### config.mk
export PLATFORM = sky130hd
export DESIGN_NAME = rx_cmd_parser
export DESIGN_NICKNAME = d
export VERILOG_FILES = /design/src/rtl/sdu_pkg.sv /design/src/rtl/ascii2hex.sv /design/src/rtl/rx_cmd_parser.sv
export SDC_FILE = /design/constraint.sdc
export NUM_CORES = 1
export LEC_CHECK = 0
export ABC_AREA = 1
export CAP_MARGIN = 20
export CORE_AREA = 3 3 84 86
export DETAILED_ROUTE_END_ITERATION = 16
export DIE_AREA = 0 0 87 89
export PLACE_DENSITY = 0.67
export SYNTH_ARGS = -nofsm -noshare
export SYNTH_HDL_FRONTEND = slang
export SYNTH_SLANG_ARGS = --single-unit
### constraint.sdc
create_clock -name clk -period 3.78 [get_ports clk]
set_input_delay 0.567 -clock clk [delete_from_list [all_inputs] [get_ports clk]]
set_output_delay 0.567 -clock clk [all_outputs]
set_load 0.1 [all_outputs]
### src/rtl/sdu_pkg.sv
// Shared definitions for the serial debug unit: ASCII codes, digit limit and
// the command-parser state encoding.
package sdu_pkg;

  localparam logic [7:0] CR    = 8'h0D;
  localparam logic [7:0] LF    = 8'h0A;
  localparam logic [7:0] SPACE = 8'h20;

  localparam logic [3:0] MAX_DIGITS = 4'd8;

  // Parser state encoding, kept as plain constants for legacy compatibility.
  typedef logic [2:0] state_t;
  localparam state_t ST_IDLE     = 3'd0;
  localparam state_t ST_WAIT_ARG = 3'd1;
  localparam state_t ST_ARG      = 3'd2;
  localparam state_t ST_SKIP     = 3'd3;
  localparam state_t ST_OUT      = 3'd4;

  function automatic logic is_term(input logic [7:0] b);
    return (b == CR) || (b == LF);
  endfunction

  function automatic logic is_printable(input logic [7:0] b);
    return (b >= 8'h21) && (b <= 8'h7E);
  endfunction

endpackage

### src/rtl/ascii2hex.sv
// Combinational ASCII-to-nibble decoder. Lower-case a-f are accepted only
// when HEX_LOWER_EN is defined.
module ascii2hex (
  input  logic [7:0] data,
  output logic [3:0] nibble,
  output logic       is_hex
);

  always_comb begin
    nibble = '0;
    is_hex = 1'b0;
    if (data >= 8'h30 && data <= 8'h39) begin
      nibble = data[3:0];
      is_hex = 1'b1;
    end else if (data >= 8'h41 && data <= 8'h46) begin
      nibble = data[3:0] + 4'd9;
      is_hex = 1'b1;
    end
`ifdef HEX_LOWER_EN
    else if (data >= 8'h61 && data <= 8'h66) begin
      nibble = data[3:0] + 4'd9;
      is_hex = 1'b1;
    end
`else
    else begin
      nibble = '0;
      is_hex = 1'b0;
    end
`endif
  end

endmodule

### src/rtl/rx_cmd_parser.sv
// Line parser for the UART debug port: "<cmd> [hex]" terminated by CR or LF.
// Optional lower-case hex digits via HEX_LOWER_EN.
module rx_cmd_parser
  import sdu_pkg::*;
(
  input  logic        clk,
  input  logic        rst,
  input  logic [7:0]  d_rx,
  input  logic        vld_rx,
  output logic        rdy_rx,
  output logic [7:0]  cmd,
  output logic [31:0] word,
  output logic        has_arg,
  output logic        vld_cmd,
  input  logic        rdy_cmd,
  output logic        err
);

  state_t     state;
  logic [3:0] cnt;
  logic [3:0] nibble;
  logic       is_hex;
  logic       accept;
  logic       term;

  ascii2hex u_hex (
    .data   (d_rx),
    .nibble (nibble),
    .is_hex (is_hex)
  );

  // Gated with rst so the upstream never sees ready while held in reset.
  assign rdy_rx  = rst && (state != ST_OUT);
  assign vld_cmd = (state == ST_OUT);
  assign accept  = vld_rx && rdy_rx;
  assign term    = is_term(d_rx);

  always_ff @(posedge clk or negedge rst) begin
    if (!rst) begin
      state   <= ST_IDLE;
      cmd     <= '0;
      word    <= '0;
      has_arg <= 1'b0;
      cnt     <= '0;
      err     <= 1'b0;
    end else begin
      err <= 1'b0;
      case (state)
        ST_IDLE: begin
          if (accept && is_printable(d_rx)) begin
            cmd   <= d_rx;
            word  <= '0;
            cnt   <= '0;
            state <= ST_WAIT_ARG;
          end
        end
        ST_WAIT_ARG: begin
          if (accept && d_rx != SPACE) begin
            if (is_hex) begin
              word  <= {word[27:0], nibble};
              cnt   <= 4'd1;
              state <= ST_ARG;
            end else if (term) begin
              has_arg <= 1'b0;
              state   <= ST_OUT;
            end else begin
              state <= ST_SKIP;
            end
          end
        end
        ST_ARG: begin
          if (accept) begin
            if (is_hex && cnt < MAX_DIGITS) begin
              word <= {word[27:0], nibble};
              cnt  <= cnt + 4'd1;
            end else if (term) begin
              has_arg <= 1'b1;
              state   <= ST_OUT;
            end else begin
              state <= ST_SKIP;
            end
          end
        end
        ST_SKIP: begin
          if (accept && term) begin
            err   <= 1'b1;
            state <= ST_IDLE;
          end
        end
        ST_OUT: begin
          if (rdy_cmd) state <= ST_IDLE;
        end
        default: state <= ST_IDLE;
      endcase
    end
  end

endmodule

==> results.md <==
Cells and area:
- Once layout is done, the placed cells without fillers occupy about 3500 um2.
- The library cells used most frequently in the layout, excluding fill and tap cells, are sky130_fd_sc_hd__nand2_1 (121), sky130_fd_sc_hd__clkdlybuf4s50_1 (53), sky130_fd_sc_hd__nor2_1 (52).
- The final standard cell count with taps included and fillers excluded is around 500.
- The library cell used most frequently in the layout, excluding fill and tap cells, is sky130_fd_sc_hd__nand2_1.
- The area growth from synthesis to layout is 23.67%.
- The final design utilization is 55.07%.
- At the end of the flow, the number of nets in the layout was 452.
- The antenna cell count is 0.
- The proportion of layout cells with a drive suffix above 1 is 7.110%.

Timing:
- At the pin with the least slew margin, the transition time is roughly 0.97 ns.
- Setup violations remaining at the end of the flow were counted as 0.
- Setup repair after global routing left no endpoint under its margin.
- The time the final worst path needs with I/O delays and setup is 2.844 ns.
- The tightest hold path in the finished design has a slack of 0.4639 ns.
- Summed over all failing endpoints, the final setup total negative slack is 0 ns.
- The maximum clock rate is 351.6 MHz.
- The clock tree skew after final layout is 0.01174 ns.
- The final-report hold violation count was 0.
- The number of pins exceeding their max-slew limit in the final report is 0.
- The remaining max-slew budget at the tightest pin is 34.98%.
- The worst path uses 75.24% of the clock period.
- The final critical-path setup slack is 0.9361 ns.

Setup path:
- Grouping stages by cell kind, the critical path spends the most delay in simple AND/OR/NAND/NOR gates.
- The signal on the critical path passes through clkdlybuf4s50_1 -> inv_1 -> ha_1 -> nand3_1 -> nand3_1 -> nand3_1 -> inv_2 -> nor2_8 -> nand3_4 -> nand2_1 -> nand2_1.
- Counting buffers and inverters, the worst setup path is 11 cells deep.
- The critical path's most frequent cell is sky130_fd_sc_hd__nand3_1.
- The buffer and inverter count on the worst path is 3.
- For the worst setup path, the data required time is between 3 and 4 ns.
- The startpoint type of the worst setup path is an input pin.
- The maximum fanout along the worst path is 36.
- The biggest cell delay along the critical path is 0.59 ns.
- For this design, the slowest cell found on the critical path is sky130_fd_sc_hd__clkdlybuf4s50_1.
- The nature of the critical path endpoint is a flip-flop.
- Measured in cells, the most critical reg-to-reg path has a length of 10.
- For the worst setup path, the data arrival time is between 3 and 4 ns.
- The type of the setup path with the least slack is in2reg.

Placement:
- The final RePlAce weighted congestion is about 0.80.
- The number of I/O port buffers is 55.
- The sum of net half-perimeters after detailed placement is 4563 um.
- The worst slack at placement is 0.5959 ns.
- The number of placed cells counting well taps is 505.
- After detailed placement, the total cell area comes to 3381 um2.

Global route:
- The number of global-route vias before repair is 2380.
- The initial antenna violation count is 0.
- Entering global routing, the biggest net connects 51 pins.
- The global-route total usage across every layer is 17.68%.
- The wire length of the first global-routing pass is ~11000 um.
- The sum of overflow across all layers after global routing is 0.

Floorplan:
- The I/O pin count is between 50 and 60.
- The die is 87 um wide.
- The die is 89 um tall.
- The core region is 6350 um2.
- The initial cell density of the core is 44.53%.
- The die covers 7743 um2.
- The floorplan has 29 rows.

Route:
- The vias after detailed routing is 2569.
- The number of antenna-violating nets in the routed design is 0.
- Wires add up to roughly 6500 um.
- After the first detailed-routing iteration, the DRC count stood at 161.
- The routed wirelength normalized by instance count is 12.67 um.
- The number of optimization iterations in the first detailed-route pass is 4.
- Using the TritonRoute via totals, the vias-per-cell ratio works out to approximately 5.
- After detailed routing, the number of remaining DRC violations is 0.

Yosys:
- The number of warnings issued by yosys is 0.
- Yosys mapped the design onto 25 distinct sky130hd cell types.
- The number of flip-flops and latches in the synthesized netlist is 49.
- Synthesis produced a netlist with a net count of 405.
- Summing the sequential cell areas from Yosys gives 43.36% of the chip area.
- The total standard cell area after synthesis is about 2800 um2.
- A synthesized cell averages 7.288 um2.
- The post-synthesis instance total is 388.

Clock network:
- The H-tree depth reported by CTS is 2.
- CTS placed an instance of sky130_fd_sc_hd__clkbuf_8 at the clock tree root.
- The total clock sinks is 49.
- Gates resized during post-CTS repair numbered 0.
- The CTS tree is yes.
- Once the clock tree was built, the setup fixing pass inserted 0 buffers.
- The clock latency on the worst-skew pair is 0.31 ns.
- The clock buffer count from CTS is 5.
- After clock tree synthesis, the clock-pin slew on the worst setup and hold paths is about 0.10 ns.
- The number of buffers inserted for hold repair after clock tree synthesis is 0.
- Counting along the longest clock path gives a buffer depth of 2.

Power and ir drop:
- The power share of the clock group is 16.9%.
- Cell internal power was estimated by the tool at 1.083 mW.
- The maximum ir drop on the vdd rail is between 0.5 and 0.6 mV.
- The share of total power in combinational logic is 54.8%.
- In this run, flip-flops and latches consume 28.4% of the power.
- Summed over all nets, the switching power comes to approximately 1.2 mW.
- The post-layout total power is 2.326 mW.
- The fraction of power spent switching nets is 53.46%.
- The power density relative to cell area is 665.1 nW/um2.
- In this run the static leakage power is 1.721 nW.

Run:
- Across the run, the number of max-cap violations was 0.

Status:
- The run finished with clean final reports.

Hold path:
- The worst hold path belongs to the class in2async.
[cells by family after synthesis]
kind of cell / share of synthesized area (%)
fa+ha+maj: 2.212
flops: 43.36
compound gates: 3.009
simple gates: 39.47
xor+xnor: 0.9294
buf+inv: 11.02
[cell type report]
type | instances | area (um2)
Clock buffer | 7 | 86.33
Clock inverter | 1 | 30.03
Fill cell | 620 | 2853
Inverter | 56 | 210.2
Multi-Input combinational cell | 266 | 1290
Sequential cell | 49 | 1226
Tap cell | 77 | 96.34
Timing Repair Buffer | 57 | 558.0
[state kept, by name (all words and copies together), names as in the netlist]
signal   flops
cmd          8
has_arg      1
err          1
word        32
state        3
cnt          4
[path summary, 6_finish.rpt]
check                           slack (ns)      from        to
worst max-delay path                  0.94   d_rx[0]  word[22]
max in group asynchronous             2.90       rst       err
worst min-delay path                  0.46       rst  word[18]
min in group clk                      0.47    cmd[7]    cmd[7]
worst max register to register        1.45  state[1]  word[22]
worst min register to register        0.47    cmd[7]    cmd[7]
[power by group through the flow]
stage	Clock [mW]	Sequential, mW	Combinational [mW]
6_report	0.392	0.660	1.27
5_1_grt	0.420	0.673	1.39
4_1_cts	0.401	0.661	1.29
3_5_place_dp	0	0.671	1.28
3_3_place_gp	0	0.670	1.27
2_1_floorplan	0	1.05	0.685
[metal layers]
| metal | GRT usage [%] | share of wire (%) | vias up |
|---|---|---|---|
| met5 | 0 | 0 | - |
| met4 | 5.524 | 1.3 | 0 |
| met3 | 3.041 | 4.1 | 7 |
| met2 | 31.61 | 50 | 55 |
| met1 | 21.73 | 45 | 1200 |
| li1 | - | - | 1307 |
[cells in the mapped netlist (all sizes together)]
| master | n | area (um2) |
|---|---|---|
| or2 | 1 | 6.260 |
| clkbuf | 2 | 7.510 |
| nor2 | 54 | 226.5 |
| o21ai | 14 | 70.07 |
| nand4 | 36 | 225.2 |
| nand3b | 2 | 15.01 |
| inv | 56 | 210.2 |
| buf | 15 | 93.84 |
| nand2 | 126 | 490.5 |
| nand3 | 20 | 137.6 |
| ha | 5 | 62.56 |
| nor3 | 2 | 15.01 |
| a21oi | 3 | 15.01 |
| xor2 | 3 | 26.28 |
| dfrtp | 49 | 1226 |
No activity file was read; power rests on OpenSTA's default activity.
